## src/rtl/logic_op_arbiter.sv

```systemverilog
// Purpose: two requesters share one bitwise AND/OR/XOR/XNOR unit under round-robin arbitration.
// Latency: the result is valid two cycles after the accept cycle; best-case round trip is 3 cycles.
// Backpressure: the result is held in DONE until res_ready; both request readies stay low outside IDLE.
module logic_op_arbiter #(
  parameter int DW = 8
) (
  input  logic          clk,
  input  logic          rst_n,

  input  logic          req0_valid,
  input  logic [1:0]    req0_sel,
  input  logic [DW-1:0] req0_a,
  input  logic [DW-1:0] req0_b,
  output logic          req0_ready,

  input  logic          req1_valid,
  input  logic [1:0]    req1_sel,
  input  logic [DW-1:0] req1_a,
  input  logic [DW-1:0] req1_b,
  output logic          req1_ready,

  output logic          res_valid,
  output logic [DW-1:0] res_data,
  output logic          res_id,
  input  logic          res_ready,

  output logic          busy,
  output logic [15:0]   op_cnt
);

  typedef enum logic [1:0] {
    IDLE = 2'd0,
    EXEC = 2'd1,
    DONE = 2'd2
  } state_t;

  state_t        state;
  logic          rr_ptr;     // preferred requester when both are valid
  logic [1:0]    op_sel;     // latched operation
  logic [DW-1:0] op_a;
  logic [DW-1:0] op_b;
  logic          op_id;      // owner of the latched operation

  logic          grant;      // requester that would be accepted in IDLE
  logic          accept;
  logic          in_idle;
  logic [1:0]    acc_sel;
  logic [DW-1:0] acc_a;
  logic [DW-1:0] acc_b;
  logic [DW-1:0] op_result;

  assign in_idle = (state == IDLE);

  // Pick a requester: a lone valid requester always wins, a tie goes to rr_ptr.
  always_comb begin
    grant = 1'b0;
    if (req0_valid && req1_valid) begin
      grant = rr_ptr;
    end else if (req1_valid) begin
      grant = 1'b1;
    end
  end

  // Ready is only offered in IDLE, and only to the granted requester.
  assign req0_ready = in_idle && req0_valid && !grant;
  assign req1_ready = in_idle && req1_valid &&  grant;
  assign accept     = req0_ready || req1_ready;

  // Mux the granted requester's operands so the FSM latches a single source.
  always_comb begin
    acc_sel = req0_sel;
    acc_a   = req0_a;
    acc_b   = req0_b;
    if (grant) begin
      acc_sel = req1_sel;
      acc_a   = req1_a;
      acc_b   = req1_b;
    end
  end

  // Shared logic unit evaluated on the latched operands.
  always_comb begin
    case (op_sel)
      2'b00:   op_result = op_a & op_b;
      2'b01:   op_result = op_a | op_b;
      2'b10:   op_result = op_a ^ op_b;
      2'b11:   op_result = ~(op_a ^ op_b);
      default: op_result = op_a & op_b;
    endcase
  end

  // Controller: accept in IDLE, compute in EXEC, hold the result in DONE until taken.
  always_ff @(posedge clk or negedge rst_n) begin
    if (!rst_n) begin
      state     <= IDLE;
      rr_ptr    <= 1'b0;
      op_sel    <= 2'b00;
      op_a      <= '0;
      op_b      <= '0;
      op_id     <= 1'b0;
      res_valid <= 1'b0;
      res_data  <= '0;
      res_id    <= 1'b0;
      busy      <= 1'b0;
      op_cnt    <= 16'd0;
    end else begin
      case (state)
        IDLE: begin
          if (accept) begin
            op_sel <= acc_sel;
            op_a   <= acc_a;
            op_b   <= acc_b;
            op_id  <= grant;
            busy   <= 1'b1;
            state  <= EXEC;
          end
        end
        EXEC: begin
          res_data  <= op_result;
          res_id    <= op_id;
          res_valid <= 1'b1;
          state     <= DONE;
        end
        DONE: begin
          if (res_ready) begin
            res_valid <= 1'b0;
            busy      <= 1'b0;
            rr_ptr    <= ~res_id;
            op_cnt    <= op_cnt + 16'd1;
            state     <= IDLE;
          end
        end
        default: begin
          res_valid <= 1'b0;
          busy      <= 1'b0;
          state     <= IDLE;
        end
      endcase
    end
  end

endmodule

```

## config.mk

```make
export PLATFORM = sky130hd
export DESIGN_NAME = logic_op_arbiter
export DESIGN_NICKNAME = d
export VERILOG_FILES = /design/src/rtl/logic_op_arbiter.sv
export SDC_FILE = /design/constraint.sdc
export NUM_CORES = 1
export LEC_CHECK = 0
export ABC_AREA = 0
export ABC_CLOCK_PERIOD_IN_PS = 3800
export CAP_MARGIN = 25
export CELL_PAD_IN_SITES_DETAIL_PLACEMENT = 1
export CELL_PAD_IN_SITES_GLOBAL_PLACEMENT = 2
export CORE_MARGIN = 2
export CORE_UTILIZATION = 33
export CTS_BUF_LIST = sky130_fd_sc_hd__clkbuf_8
export DETAILED_ROUTE_END_ITERATION = 12
export PLACE_DENSITY_LB_ADDON = 0.1
export SLEW_MARGIN = 20
export SYNTH_ARGS = -nofsm -noshare
export SYNTH_HDL_FRONTEND = slang
export SYNTH_SLANG_ARGS = --single-unit
```

## constraint.sdc

```tcl
create_clock -name clk -period 3.8 [get_ports clk]
set_clock_uncertainty 0.2 [all_clocks]
set_input_delay 0.95 -clock clk [delete_from_list [all_inputs] [get_ports clk]]
set_output_delay 0.95 -clock clk [all_outputs]
set_load 0.02 [all_outputs]
```

==> flow_summary.yaml <==
yosys:
  yosysTopAreaCell: "dfrtp_1"
  syn_area_per_cell_um2: 10.09
  synth_nets: 316
  synthFlopType: "dfrtp_1"
  synthMostInstantiatedCell: "dfrtp_1"
  seq_area_frac_synth_pct: 47.09
  yosysTopAreaCellShare_pct: 47.09
  synthCells: 258
  yosysWarnings: 0
  synth_common_cells: "dfrtp_1, mux2i_1, nor2_1, a21oi_1, nand2_1"
  syn_area_um2: 2604
  synth_edf_count: 0
  yosysUniqueCellTypes: 29
  ys_seq_elements: 49
  synthArstFlopShare_pct: 100.0
  synthTopCellsByArea: "dfrtp_1, mux2i_1, ha_1, a21oi_1, nor2_1"
power_and_ir_drop:
  p_leak_nw: 1.709
  p_switching_mw: 0.9492
  switching_share_pct: 38.42
  combPwrFrac_pct: 44.4
  power_frac_seq_pct: 38.1
  p_per_area_nw_per_um2: 702.9
  clockPowerShare_pct: 17.6
  p_int_mw: 1.521
  vdd_ir_drop_max_mv: 0.2226
clock_network:
  clock_latency_ns: 0.29
  cts_tree: "done"
  cts_resized: 0
  ctsHtreeMaxLevel: 2
  post_cts_buffers: 0
  cts_inserted_buffers: 5
  cts_buffer_depth: 2
  cts-root-buf: "clkbuf_8"
  clock_sinks: 49
  clk_pin_slew_ns: 0.09
  postCtsHoldBufs: 0
placed_design:
  dp_cells: 420
  gp_routability_congestion: 0.7041
  post-place-ws_ns: 0.2254
  dpl-instance-area_um2: 3381
  dp.final_hpwl_um: 4113
  place.port_buffers: 69
timing:
  finalSetupTns_ns: 0
  grt_setup_unrepaired: "false"
  relSlewSlack_pct: 39.99
  period_needed_ns: 3.570
  tightest_slew_ns: 0.9001
  fmax_mhz: 280.1
  slew_violations: 0
  hold_viol: 0
  setup_ws_ns: 0.2301
  fin_crit_sh_pct: 93.95
  finalSetupViolCount: 0
die:
  die_h_um: 92.83
  num_rows: 32
  coreArea_um2: 7687
  io_pins: 70
  die_area_um2: 8616
  initial_utilization_pct: 33.87
  die_w_um: 92.83
critical_path:
  critPathArrivalTime_ns: 2.42
  crit_path_max_fanout: 3
  crit_type: "in -> out"
  worst_setup_path_start_kind: "input port"
  critPathCaptureType: "primary output"
  crit_required_ns: 2.65
route:
  drt_wl_total_um: 5450
  first_iter_violations: 37
  vias_per_cell: 4.624
  wl_per_cell_um: 12.73
  dr.pass1.iters: 3
  drc: 0
  ant_nets: 0
  vias: 1979
cells_and_area:
  layout-drive-gt1-share_pct: 5.828
  area_growth_pct: 34.98
  layoutNonFillerInstCount: 428
  antenna_cells: 0
  fin_nets: 383
  final_util_pct: 45.72
  stdcell_area_um2: 3515
grt:
  grt_max_degree: 39
  grt_antenna_before_repair: 0
  grt_pass1_wl_um: 9756
  grt_util_all_layers_pct: 14.00
  grt_pass1_vias: 2035
  grt_overflow: 0
job:
  maxCapViolations: 0
status:
  status: "finished clean"
min_path:
  worst_hold_path_type: "reg -> reg"
==> worst paths after layout <==
check / from / endpoint / slack, ns / cells past startpoint
setup / recovery: req0_valid / req1_ready / 0.23 / 5
hold / removal: op_cnt[15] / op_cnt[15] / 0.27 / 1
setup reg to reg: op_sel[1] / res_data[2] / 1.92 / 4
hold reg to reg: op_cnt[15] / op_cnt[15] / 0.27 / 1
max in group asynchronous: rst_n / op_a[6] / 2.24 / 2
min in group asynchronous: rst_n / op_cnt[12] / 0.39 / 1
==> power groups by stage <==
stage,clock network [mW],logic (mW),registers (mW)
CTS,0.449,1.12,0.950
global route,0.464,1.28,0.987
detailed placement,0,1.11,0.963
floorplan,0,0.734,0.945
global placement,0,1.08,0.950
finish,0.434,1.10,0.941
==> flip-flops by register name, indices dropped and copies added (netlist names) <==
signal / count
op_a: 8
state: 2
res_id: 1
res_valid: 1
res_data: 8
op_id: 1
op_sel: 2
op_b: 8
rr_ptr: 1
op_cnt: 16
busy: 1
==> placed cells by master (no fill, tap or decap) <==
cell	count
inv_1	17
nand3b_4	1
o21ai_0	10
xnor2_1	11
xor2_1	4
clkinv_2	1
and3_2	1
o21ai_2	1
clkdlybuf4s50_1	68
o21a_1	2
dfrtp_1	49
buf_2	1
mux2_2	1
mux2i_1	34
nand2_1	20
a21o_1	2
and3b_2	1
nand3_1	3
bufinv_16	2
or2_4	1
clkbuf_8	5
nor3_2	1
nor3_1	1
and3_1	3
buf_4	3
ha_1	17
nand2b_1	1
a21oi_1	26
nand4_1	6
nor2_1	32
nor2b_1	1
==> metal layers <==
metal,global-route usage [%],part of all wire (%),up-vias,wire [um]
met3,2.766,4.0,2,219
met5,0,0,-,0
met4,2.941,0.59,0,32
met2,23.67,49,43,2671
met1,18.64,46,939,2526
li1,-,-,995,-
==> cell families after synthesis <==
| group | synth area share (%) |
|---|---|
| and+or+nand+nor | 13.07 |
| DFF | 47.09 |
| AOI/OAI and AO/OA | 8.265 |
| muxes | 13.50 |
| buffers and inverters | 4.853 |
| adders and majority gates | 8.169 |
| xor gates and xnor gates | 5.045 |
==> final cells by class <==
type,count,area [um^2]
Tap cell,102,127.6
Clock buffer,5,68.82
Clock inverter,3,65.06
Fill cell,881,4173
Inverter,17,63.81
Timing Repair Buffer,72,708.2
Multi-Input combinational cell,180,1255
Sequential cell,49,1226
==> worst max-delay path, cell delays in order <==
cell,delay [ns]
clkdlybuf4s50_1,0.44
inv_1,0.08
o21ai_2,0.06
nor3_1,0.23
clkdlybuf4s50_1,0.66
==> per-stage QoR <==
step / power (mW) / hold slack, ns
after floorplan: 1.679 / 0.2458
after global placement: 2.034 / 0.2615
after detailed placement: 2.072 / 0.2650
after CTS: 2.521 / 0.2796
after global routing: 2.728 / 0.2876
final: 2.471 / 0.2701
No activity file was read; power rests on OpenSTA's default activity.
==> variant (same settings) <==
`DW`: 8 -> 9.
--- a/src/rtl/logic_op_arbiter.sv
+++ b/src/rtl/logic_op_arbiter.sv
@@ -3,5 +3,5 @@
 // Backpressure: the result is held in DONE until res_ready; both request readies stay low outside IDLE.
 module logic_op_arbiter #(
-  parameter int DW = 8
+  parameter int DW = 9
 ) (
   input  logic          clk,
Interface: changed (5 resized); port bits go from 70 to 75. No check against the original RTL was run, so the function may have changed too.
==> variant against the unedited design <==
Wire length grew 15%; setup slack got worse by 0.040 ns; synthesized cell count up 7.8%; cell count grew 6.3%; register-to-register slack worse by 0.04 ns; via count grew 8.8%; final area increased by 8.5%; total power up 5.6%; critical endpoint unchanged; critical path type unchanged; area after synthesis is 9.6% higher; sequential cell count increased by 3; first-iteration DRC count is 51% higher.
==> variant: results (changes against the unedited design) <==
drt_pass1_iterations: 4  # +1
cpMaxStageDelayCell: "sky130_fd_sc_hd__clkdlybuf4s50_1"
hold_start: "res_valid$_DFFE_PN0P_"
vdd_drop_max_mv: 0.353  # +59%
synth_area_leaders: "sky130_fd_sc_hd__dfrtp_1 (46%), sky130_fd_sc_hd__mux2i_1 (13%), sky130_fd_sc_hd__ha_1 (8.3%)"
synth.yosys.warnings: 0  # unchanged
hpwl_um: 4560  # +11%
buffer_ports.inserted: 74  # +7.2%
dpl.cell_count: 446  # +6.2%
number_of_flip_flops_under_the_largest_register_name: 16  # unchanged
grt_pass1_wl_um: 11100  # +14%
cts.root.buffer_cell: "sky130_fd_sc_hd__clkbuf_8"
grt.total_usage_pct: 14.4  # +0.37 points
p_leak_nw: 1.88  # +9.8%
result_of_the_run: "finished, final reports clean"
cp_max_fo: 4  # +1
cts_setup_buffers: 0  # unchanged
routed_via_density: 4.73  # +2.3%
nets: 413  # +7.8%
synth_fp_nets: 342  # +8.2%
path_clk_slew_ns: 0.09  # about the same
grt_antenna_before_repair: 0  # unchanged
yosys-mux-area-fraction_pct: 13.7  # +0.22 points
drive_gt1_share_pct: 6.86  # +1.0 points
synth_ff_type: "sky130_fd_sc_hd__dfrtp_1"
worst_slew_pin_slew_ns: 0.995  # +0.0950 ns
synth_compound_area_share_pct: 8.38  # +0.11 points
globalplace.congestion: 0.707  # +0.37%
synth_cells: 278  # +7.8%
insertedDiodeCount: 0  # unchanged
detail_route.iter0.violations: 56  # +51%
post_drt_wl_per_cell_um: 13.8  # +8.6%
yosysSeqAreaShare_pct: 45.6  # -1.5 points
setup_violators_final: 0  # unchanged
synthAdderAreaFrac_pct: 8.33  # +0.16 points
grt_start_max_net_pins: 43  # +10%
vias: 2153  # +8.8%
r2r-start: "op_sel[1]$_DFFE_PN0P_"
worstSetupStartpoint: "req1_valid"
synth_xor_xnor_area_share_pct: 5.13  # +0.086 points
synth_commonest_cells: "sky130_fd_sc_hd__dfrtp_1 (52), sky130_fd_sc_hd__mux2i_1 (38), sky130_fd_sc_hd__nor2_1 (33), sky130_fd_sc_hd__a21oi_1 (29), sky130_fd_sc_hd__nand2_1 (22)"
clk_path_buf_depth: 2  # unchanged
netlist-cell-type-count: 37  # +28%
==> variant: cell types whose count changed in the layout (fill, tap and decap cells not counted), sizes merged, moves of 2 or more <==
cell	delta
mux2i	+4
and4	+2
nand4	-4
ha	+2
a21oi	+3
dfrtp	+3
inv	+2
nand2	+2
clkdlybuf4s50	+5
==> variant: logic make-up after synthesis <==
family,after synthesis
XOR/XNOR,15
AND/OR/NAND/NOR,75
flip-flops,52
multiplexers,39
AO/OA/AOI/OAI,45
buffers and inverters,33
adder cells (fa/ha/maj),19
==> variant: path summary, 6_finish.rpt <==
| path | end | slack, ns | cells after the start |
|---|---|---|---|
| worst max register to register | res_data[4]$_DFFE_PN0P_ | 1.88 | 4 |
| min in group asynchronous | op_cnt[15]$_DFFE_PN0P_ | 0.38 | 1 |
| worst min-delay path | res_valid$_DFFE_PN0P_ | 0.29 | 1 |
| worst max-delay path | req1_ready | 0.19 | 4 |
| max in group asynchronous | op_cnt[5]$_DFFE_PN0P_ | 2.46 | 2 |
| worst min register to register | res_valid$_DFFE_PN0P_ | 0.29 | 1 |
==> variant: critical path: cells and delay by family <==
family	cells	cell delay [ns]
buffers and inverters	2	1.20
AO/OA/AOI/OAI	1	0.09
AND/OR/NAND/NOR	1	0.22
==> variant: power by group <==
part	leakage, nW	switching, mW	internal, mW	total [mW]
Sequential	0.632	0.253	0.765	1.02
Clock	0.0614	0.189	0.216	0.405
Combinational	1.18	0.595	0.592	1.19
==> variant: layer usage <==
metal / part of all wire [%] / track usage [%]
met1: 45 / 18.0
met2: 51 / 25.5
met3: 3.6 / 2.89
met4: 0.91 / 3.25
met5: 0 / 0
==> variant: layout make-up <==
type                            count  area, µm²
Multi-Input combinational cell    193       1400
Timing Repair Buffer               78        786
Fill cell                         957       4480
Inverter                           19       71.3
Clock inverter                      2       38.8
Tap cell                          105        131
Clock buffer                        6       82.6
Sequential cell                    52       1300
==> variant: metrics by stage <==
stage	power, mW	setup WS (ns)	area [µm²]	utilization, %
4_1_cts	2.66	0.181	3790	45.6
2_1_floorplan	1.82	0.923	2850	-
5_1_grt	2.88	0.125	3810	46.0
3_3_place_gp	2.19	0.218	3670	44.2
6_report	2.61	0.190	3810	46.0
3_5_place_dp	2.24	0.179	3670	44.2
